File: config.mk
export PLATFORM = sky130hd
export DESIGN_NAME = mole_timer_flat
export DESIGN_NICKNAME = d
export VERILOG_FILES = /design/src/rtl/mole_timer_if.sv /design/src/rtl/mole_timer.sv /design/src/flat_wrapper.sv
export SDC_FILE = /design/constraint.sdc
export NUM_CORES = 1
export LEC_CHECK = 0
export CORE_MARGIN = 5
export CORE_UTILIZATION = 45
export DETAILED_ROUTE_END_ITERATION = 10
export PLACE_DENSITY = 0.72
export SLEW_MARGIN = 20
export SYNTH_ARGS = -nofsm -noshare
export SYNTH_HDL_FRONTEND = slang
export SYNTH_SLANG_ARGS = --single-unit
File: constraint.sdc
create_clock -name clk_game -period 2.4 [get_ports clk_game]
set_input_delay 0.48 -clock clk_game [delete_from_list [all_inputs] [get_ports clk_game]]
set_output_delay 0.48 -clock clk_game [all_outputs]
set_load 0.01 [all_outputs]
File: src/rtl/mole_timer_if.sv
// mole_timer_if -- strobe/status bundle between the mole LED controller and
// the per-mole lifetime timer.
//
//   enable        controller -> timer  game active
//   start_timer   controller -> timer  one-cycle strobe, (re)start window
//   hit_pulse     controller -> timer  one-cycle strobe, current mole hit
//   timeout_pulse timer -> controller  one-cycle strobe, window expired unhit
//   running       timer -> controller  window counting
//   level         timer -> controller  difficulty level 0..7
//   time_left     timer -> controller  remaining cycles, 0 when idle
//
// master = LED controller side, slave = timer side.
interface mole_timer_if #(
    parameter int CNT_W = 16
);
    logic             enable;
    logic             start_timer;
    logic             hit_pulse;
    logic             timeout_pulse;
    logic             running;
    logic [2:0]       level;
    logic [CNT_W-1:0] time_left;

    modport master (
        output enable, start_timer, hit_pulse,
        input  timeout_pulse, running, level, time_left
    );

    modport slave (
        input  enable, start_timer, hit_pulse,
        output timeout_pulse, running, level, time_left
    );
endinterface

File: src/rtl/mole_timer.sv
// mole_timer -- per-mole lifetime timer with difficulty ramp.
//
// A start strobe loads a down-counter with W-1, where
// W = max(BASE_TICKS - level*STEP_TICKS, MIN_TICKS). If the counter expires
// without a hit, timeout_pulse fires for one cycle. Every HITS_PER_LEVEL
// counted hits raise the level (saturating at MAX_LEVEL), shortening W.
//
// Ports:
//   clk_game  game clock
//   rst       asynchronous, active-high reset
//   bus       mole_timer_if.slave (enable/start_timer/hit_pulse in;
//             timeout_pulse/running/level/time_left out, all registered)
//
// Configuration macro: MOLE_TIMER_RAMP_EN
//   defined   -> hit counter and level ramp present
//   undefined -> level tied to 0, W = BASE_TICKS always; hits still stop
//                the window
module mole_timer #(
    parameter int CNT_W          = 16,
    parameter int BASE_TICKS     = 1000,
    parameter int STEP_TICKS     = 100,
    parameter int MIN_TICKS      = 200,
    parameter int HITS_PER_LEVEL = 4,
    parameter int MAX_LEVEL      = 7
) (
    input  logic          clk_game,
    input  logic          rst,
    mole_timer_if.slave   bus
);
    typedef enum logic {
        IDLE = 1'b0,
        RUN  = 1'b1
    } state_t;

    state_t           state_q, state_d;
    logic [CNT_W-1:0] cnt_q, cnt_d;
    logic             timeout_q, timeout_d;
    logic [CNT_W-1:0] window;

`ifdef MOLE_TIMER_RAMP_EN
    localparam int XW    = CNT_W + 3;
    localparam int HIT_W = (HITS_PER_LEVEL > 1) ? $clog2(HITS_PER_LEVEL) : 1;

    logic [2:0]       level_q, level_d;
    logic [HIT_W-1:0] hits_q, hits_d;
    logic [XW-1:0]    step_prod;

    // Product and sum are formed in CNT_W+3 bits so neither can wrap; the
    // floor test is done before subtracting, so W never underflows.
    always_comb begin
        step_prod = XW'(STEP_TICKS) * XW'(level_q);
        if (step_prod + XW'(MIN_TICKS) >= XW'(BASE_TICKS)) begin
            window = CNT_W'(MIN_TICKS);
        end else begin
            window = CNT_W'(XW'(BASE_TICKS) - step_prod);
        end
    end
`else
    always_comb begin
        window = CNT_W'(BASE_TICKS);
    end
`endif

    always_comb begin
        // NOTE: every *_d gets a default first so no path leaves it
        // unassigned; otherwise synthesis infers a latch.
        state_d   = state_q;
        cnt_d     = cnt_q;
        timeout_d = 1'b0;
`ifdef MOLE_TIMER_RAMP_EN
        level_d   = level_q;
        hits_d    = hits_q;
`endif
        if (!bus.enable) begin
            // Game stopped: abort silently and drop difficulty, from any state.
            state_d = IDLE;
            cnt_d   = '0;
`ifdef MOLE_TIMER_RAMP_EN
            level_d = '0;
            hits_d  = '0;
`endif
        end else begin
            unique case (state_q)
                IDLE: begin
                    // hit_pulse is ignored here: there is no live mole.
                    if (bus.start_timer) begin
                        state_d = RUN;
                        cnt_d   = window - CNT_W'(1);
                    end
                end
                RUN: begin
                    if (bus.hit_pulse) begin
                        // A hit beats a simultaneous start or expiry.
                        state_d = IDLE;
                        cnt_d   = '0;
`ifdef MOLE_TIMER_RAMP_EN
                        if (hits_q == HIT_W'(HITS_PER_LEVEL - 1)) begin
                            hits_d = '0;
                            if (level_q < 3'(MAX_LEVEL)) begin
                                level_d = level_q + 3'd1;
                            end
                        end else begin
                            hits_d = hits_q + HIT_W'(1);
                        end
`endif
                    end else if (bus.start_timer) begin
                        cnt_d = window - CNT_W'(1);
                    end else if (cnt_q == '0) begin
                        state_d   = IDLE;
                        timeout_d = 1'b1;
                    end else begin
                        cnt_d = cnt_q - CNT_W'(1);
                    end
                end
                default: state_d = IDLE;
            endcase
        end
    end

    // NOTE: sequential state uses non-blocking assignments so every flop
    // samples the pre-edge values regardless of statement order.
    always_ff @(posedge clk_game or posedge rst) begin
        if (rst) begin
            state_q   <= IDLE;
            cnt_q     <= '0;
            timeout_q <= 1'b0;
`ifdef MOLE_TIMER_RAMP_EN
            level_q   <= '0;
            hits_q    <= '0;
`endif
        end else begin
            state_q   <= state_d;
            cnt_q     <= cnt_d;
            timeout_q <= timeout_d;
`ifdef MOLE_TIMER_RAMP_EN
            level_q   <= level_d;
            hits_q    <= hits_d;
`endif
        end
    end

    // cnt_q is cleared whenever the FSM leaves RUN, so it doubles as time_left.
    assign bus.timeout_pulse = timeout_q;
    assign bus.running       = (state_q == RUN);
    assign bus.time_left     = cnt_q;
`ifdef MOLE_TIMER_RAMP_EN
    assign bus.level         = level_q;
`else
    assign bus.level         = 3'd0;
`endif
endmodule

File: src/flat_wrapper.sv
// flat-port wrapper written by rule: the top's interface ports become plain ports
module mole_timer_flat 
#(
    parameter int CNT_W          = 16,
    parameter int BASE_TICKS     = 1000,
    parameter int STEP_TICKS     = 100,
    parameter int MIN_TICKS      = 200,
    parameter int HITS_PER_LEVEL = 4,
    parameter int MAX_LEVEL      = 7
)
  (clk_game, rst, bus_enable, bus_start_timer, bus_hit_pulse, bus_timeout_pulse, bus_running, bus_level, bus_time_left);
  mole_timer_if #(.CNT_W(CNT_W)) bus_i ();
  input  logic clk_game;
  input  logic rst;
  input wire logic [$bits(bus_i.enable)-1:0] bus_enable;
  input wire logic [$bits(bus_i.start_timer)-1:0] bus_start_timer;
  input wire logic [$bits(bus_i.hit_pulse)-1:0] bus_hit_pulse;
  output wire logic [$bits(bus_i.timeout_pulse)-1:0] bus_timeout_pulse;
  output wire logic [$bits(bus_i.running)-1:0] bus_running;
  output wire logic [$bits(bus_i.level)-1:0] bus_level;
  output wire logic [$bits(bus_i.time_left)-1:0] bus_time_left;
  assign bus_i.enable = bus_enable;
  assign bus_i.start_timer = bus_start_timer;
  assign bus_i.hit_pulse = bus_hit_pulse;
  assign bus_timeout_pulse = bus_i.timeout_pulse;
  assign bus_running = bus_i.running;
  assign bus_level = bus_i.level;
  assign bus_time_left = bus_i.time_left;
  mole_timer #(.CNT_W(CNT_W), .BASE_TICKS(BASE_TICKS), .STEP_TICKS(STEP_TICKS), .MIN_TICKS(MIN_TICKS), .HITS_PER_LEVEL(HITS_PER_LEVEL), .MAX_LEVEL(MAX_LEVEL)) u_core (.clk_game(clk_game), .rst(rst), .bus(bus_i));
endmodule
==> summary.txt <==
Clock network
  – Insertion delay to the later sink of the worst-skew pair: roughly 0.3 ns
  – Post-CTS setup buffers: 0
  – Buffer depth of the longest clock path: 2
  – CTS root buffer: sky130_fd_sc_hd__clkbuf_4
  – Max H-tree Level: 1
  – Total clock buffers created by CTS: 3
  – TritonCTS clock tree: yes
  – Post-CTS sizing: 0
  – Num Clock Sinks: 18
  – Number of buffers inserted for hold repair after clock tree synthesis: 0
  – Clock input transition at the sequential cells of the worst setup and hold paths: roughly 0.10 ns

Setup path
  – Critical Path Source Type: flop
  – Critical path required time: approximately 2.6 ns
  – Cell depth of the worst flop-to-flop path: 7
  – CP max stage delay: ~0.50 ns
  – Data arrival time of the worst path: between 2 and 2.5 ns
  – Worst R2R Setup Slack: 0.21 ns
  – Type of destination of the critical path: flop
  – Slowest stage cell on the critical path: sky130_fd_sc_hd__and4b_1
  – Cell-by-cell trace of the critical path: inv_1 -> ha_1 -> nor3b_4 -> and4b_1 -> a31oi_2 -> o21ai_0 -> nand3_1
  – Critical path fanouts, max: 9
  – Destination of the worst register-to-register timing path: u_core.bus.time_left[9]
  – Reg2reg start: u_core.bus.time_left[1]
  – CP Class: flop to flop

Placed design
  – Minimum setup slack after placement: about 0.08 ns
  – Final Wtd Congestion: slightly above 0.8
  – Placed wire-length estimate after detailed placement: ~2.1 mm
  – Count of port buffers added during placement: 22

Cells and area
  – Register area: around 450 sq um
  – Fill cell count: roughly 220
  – Area taken by multi-input logic gates: 684 sq um
  – Fraction of final layout cells sized beyond drive strength 1: 0.119
  – Antenna Cells: 0
  – Post-layout nets: 159
  – Layout overhead on the synthesized area: 22.3%

Route
  – Via-to-Cell Ratio: 5.88
  – Number of DRC violations after detailed-routing iteration 0: 32
  – Antenna Violating Nets Remaining: 0
  – First-pass DRT Iterations: 4
  – Sum of routed wire length over all layers: around 2.8 mm
  – Detailed-route via count: 1064
  – Final routed DRC violation total: 0
  – Detailed-route wire length per cell: between 15 and 20 um

Floorplanning
  – Die Span X: just over 60 um
  – I/O Pins: 26
  – Full die area: 3770 sq um
  – Placeable core region: about 2500 sq um
  – Total number of placement rows: 18
  – Height of the chip: ~61 um
  – Starting utilization of the core area: 0.475

Min path
  – Worst Hold Path Cells: 1
  – Origin of the worst min-delay path: u_core.bus.time_left[10]
  – Endpoint of the worst hold-timing path: u_core.bus.time_left[10]
  – Type of the most critical hold path: flop to flop

Power and ir drop
  – Cell-internal power: ~540 uW
  – Part of the power in the clock network: 0.181
  – Static power due to leakage: 0.620 nW
  – Part of the total power dissipated in sequential elements: 0.467
  – Pwr/cell area: about 580 nW/um^2
  – Sw Ratio: 0.359
  – Combinational group share of total power: 0.352
  – Max IR drop VDD: 0.620 mV
  – Switching power: just over 300 uW

Synthesis
  – Most used DFF post-synth: sky130_fd_sc_hd__dfrtp_1
  – Post-synth ARST share: 1.00
  – Most area-hungry cell type in the Yosys netlist: sky130_fd_sc_hd__dfrtp_1
  – Seq/Total Area, Yosys: 0.379
  – Number of synthesized flops with an enable pin: 0
  – Number of synthesis warnings: 0
  – Most frequently used cell type in the post-synthesis netlist: sky130_fd_sc_hd__dfrtp_1
  – Post-synth design cell area: 1190 sq um
  – Register bit total from synthesis: 18
  – Synthesized netlist cell count: ~130
  – Distinct cells, synth: between 40 and 50
  – Share of the synthesized area in the top cell type: 0.379
  – Avg Inst Size Synth: ~9.4 sq um
  – Commonest cells in the synthesized netlist: sky130_fd_sc_hd__dfrtp_1 (18), sky130_fd_sc_hd__nand2_1 (14), sky130_fd_sc_hd__nor2_1 (10), sky130_fd_sc_hd__o21ai_0 (9)
  – Largest cells by area after synthesis: sky130_fd_sc_hd__dfrtp_1 (38%), sky130_fd_sc_hd__nand2_1 (4.4%), sky130_fd_sc_hd__o21ai_0 (3.8%)

Timing
  – Pins Over Slew Limit: 0
  – Setup repair after global routing missed its margin: no
  – Max Clk Rate: 458 MHz
  – Share of the cycle needed by the critical path after routing: 0.911
  – Worst Setup Slack, final: ~0.21 ns
  – Count of endpoints failing hold in the final timing report: 0
  – Time the final worst path needs with I/O delays and setup: ~2.2 ns
  – Hold WS: around 0.56 ns
  – Final Skew: around 0.0017 ns
  – Worst-margin pin slew: 0.696 ns
  – Final sum of negative setup slack: 0 ns
  – Headroom to the max-slew limit: 0.535
  – Number of setup violations in the final report: 0

GRT
  – Initial antenna violation count: 0
  – Overall track demand over capacity in global routing: 0.173
  – Via count of the first global-routing pass: about 1.0k
  – Remaining global-route overflow: 0
  – Pin count of the biggest net entering global routing: 19
  – First-pass GRT wire length: 4.85 mm

Status
  – Outcome: finished clean

Flow run
  – Max cap viols: 0
[power groups by stage]
| stage | Clock [mW] | Sequential [mW] | Combinational [mW] |
|---|---|---|---|
| final | 0.153 | 0.396 | 0.298 |
| after global routing | 0.172 | 0.405 | 0.328 |
| after CTS | 0.160 | 0.396 | 0.301 |
| after detailed placement | 0 | 0.402 | 0.299 |
| after global placement | 0 | 0.400 | 0.294 |
| after floorplan | 0 | 0.408 | 0.170 |
[through the flow]
step / instances / power (mW) / cell area [sq um] / utilization
2_1_floorplan: 128 / 0.578 / 1190 / -
3_3_place_gp: 178 / 0.694 / 1430 / 0.572
3_5_place_dp: 178 / 0.701 / 1430 / 0.572
4_1_cts: 181 / 0.857 / 1450 / 0.581
5_1_grt: 181 / 0.905 / 1450 / 0.581
6_report: 181 / 0.848 / 1450 / 0.581
[layer usage]
| layer | track usage | vias up | routed length (um) |
|---|---|---|---|
| li1 | - | 516 | - |
| met1 | 0.231 | 503 | 1250 |
| met2 | 0.275 | 37 | 1350 |
| met3 | 0.0440 | 8 | 172 |
| met4 | 0.0576 | 0 | 60 |
| met5 | 0 | - | 0 |
[how the worst max path moves through the flow]
| stage | from | to |
|---|---|---|
| after floorplan | u_core.bus.time_left[0] | u_core.bus.time_left[4] |
| after global placement | bus_start_timer | u_core.bus.time_left[15] |
| after detailed placement | bus_start_timer | u_core.bus.time_left[15] |
| after CTS | u_core.bus.time_left[1] | u_core.bus.time_left[9] |
| after global routing | u_core.bus.time_left[1] | u_core.bus.time_left[9] |
| final | u_core.bus.time_left[1] | u_core.bus.time_left[9] |
[sequential cells by signal, indices dropped and copies added, names as in the netlist]
register	flops
u_core.bus.time_left	16
u_core.bus.timeout_pulse	1
u_core.bus.running	1
[placed cells by master (no fill, tap or decap), types with 2 or more instances in the layout]
| master | instances |
|---|---|
| sky130_fd_sc_hd__clkdlybuf4s50_1 | 22 |
| sky130_fd_sc_hd__dfrtp_1 | 18 |
| sky130_fd_sc_hd__nand2_1 | 14 |
| sky130_fd_sc_hd__nor2_1 | 10 |
| sky130_fd_sc_hd__o21ai_0 | 9 |
| sky130_fd_sc_hd__a21oi_1 | 7 |
| sky130_fd_sc_hd__o21ai_1 | 7 |
| sky130_fd_sc_hd__nand3_1 | 6 |
| sky130_fd_sc_hd__nor3_1 | 4 |
| sky130_fd_sc_hd__inv_1 | 4 |
| sky130_fd_sc_hd__a32o_1 | 3 |
| sky130_fd_sc_hd__a31oi_1 | 3 |
| sky130_fd_sc_hd__nand2b_1 | 3 |
| sky130_fd_sc_hd__conb_1 | 3 |
| sky130_fd_sc_hd__clkbuf_4 | 3 |
| sky130_fd_sc_hd__buf_4 | 3 |
| sky130_fd_sc_hd__o21a_1 | 2 |
| sky130_fd_sc_hd__nor4_4 | 2 |
| sky130_fd_sc_hd__and2_1 | 2 |
| sky130_fd_sc_hd__o211a_1 | 2 |
[critical path: cells and delay by family, from the launching register on]
kind	cells	cell delay [ns]
AO/OA/AOI/OAI	2	0.48
buffers and inverters	1	0.08
flip-flops	1	0.45
AND/OR/NAND/NOR	3	0.90
adder cells (fa/ha/maj)	1	0.17
[cell type report]
class                   instances  area share
well taps                      30      0.0258
inverters                       4      0.0103
multi-input cells             101       0.471
clock buffers                   3      0.0155
flip-flops and latches         18       0.310
repair buffers                 25       0.167
[cells by family (layout without fill, tap and decap cells)]
| kind of cell | after synthesis | after routing | share of synthesized area |
|---|---|---|---|
| adder cells (fa/ha/maj) | 1 | 1 | 0.0105 |
| AND/OR/NAND/NOR | 52 | 52 | 0.285 |
| buffers and inverters | 9 | 32 | 0.0506 |
| flip-flops | 18 | 18 | 0.379 |
| AO/OA/AOI/OAI | 43 | 43 | 0.257 |
| XOR/XNOR | 2 | 2 | 0.0148 |
| other | 1 | 3 | 0.00316 |
Power figures use the tool's default switching activity.
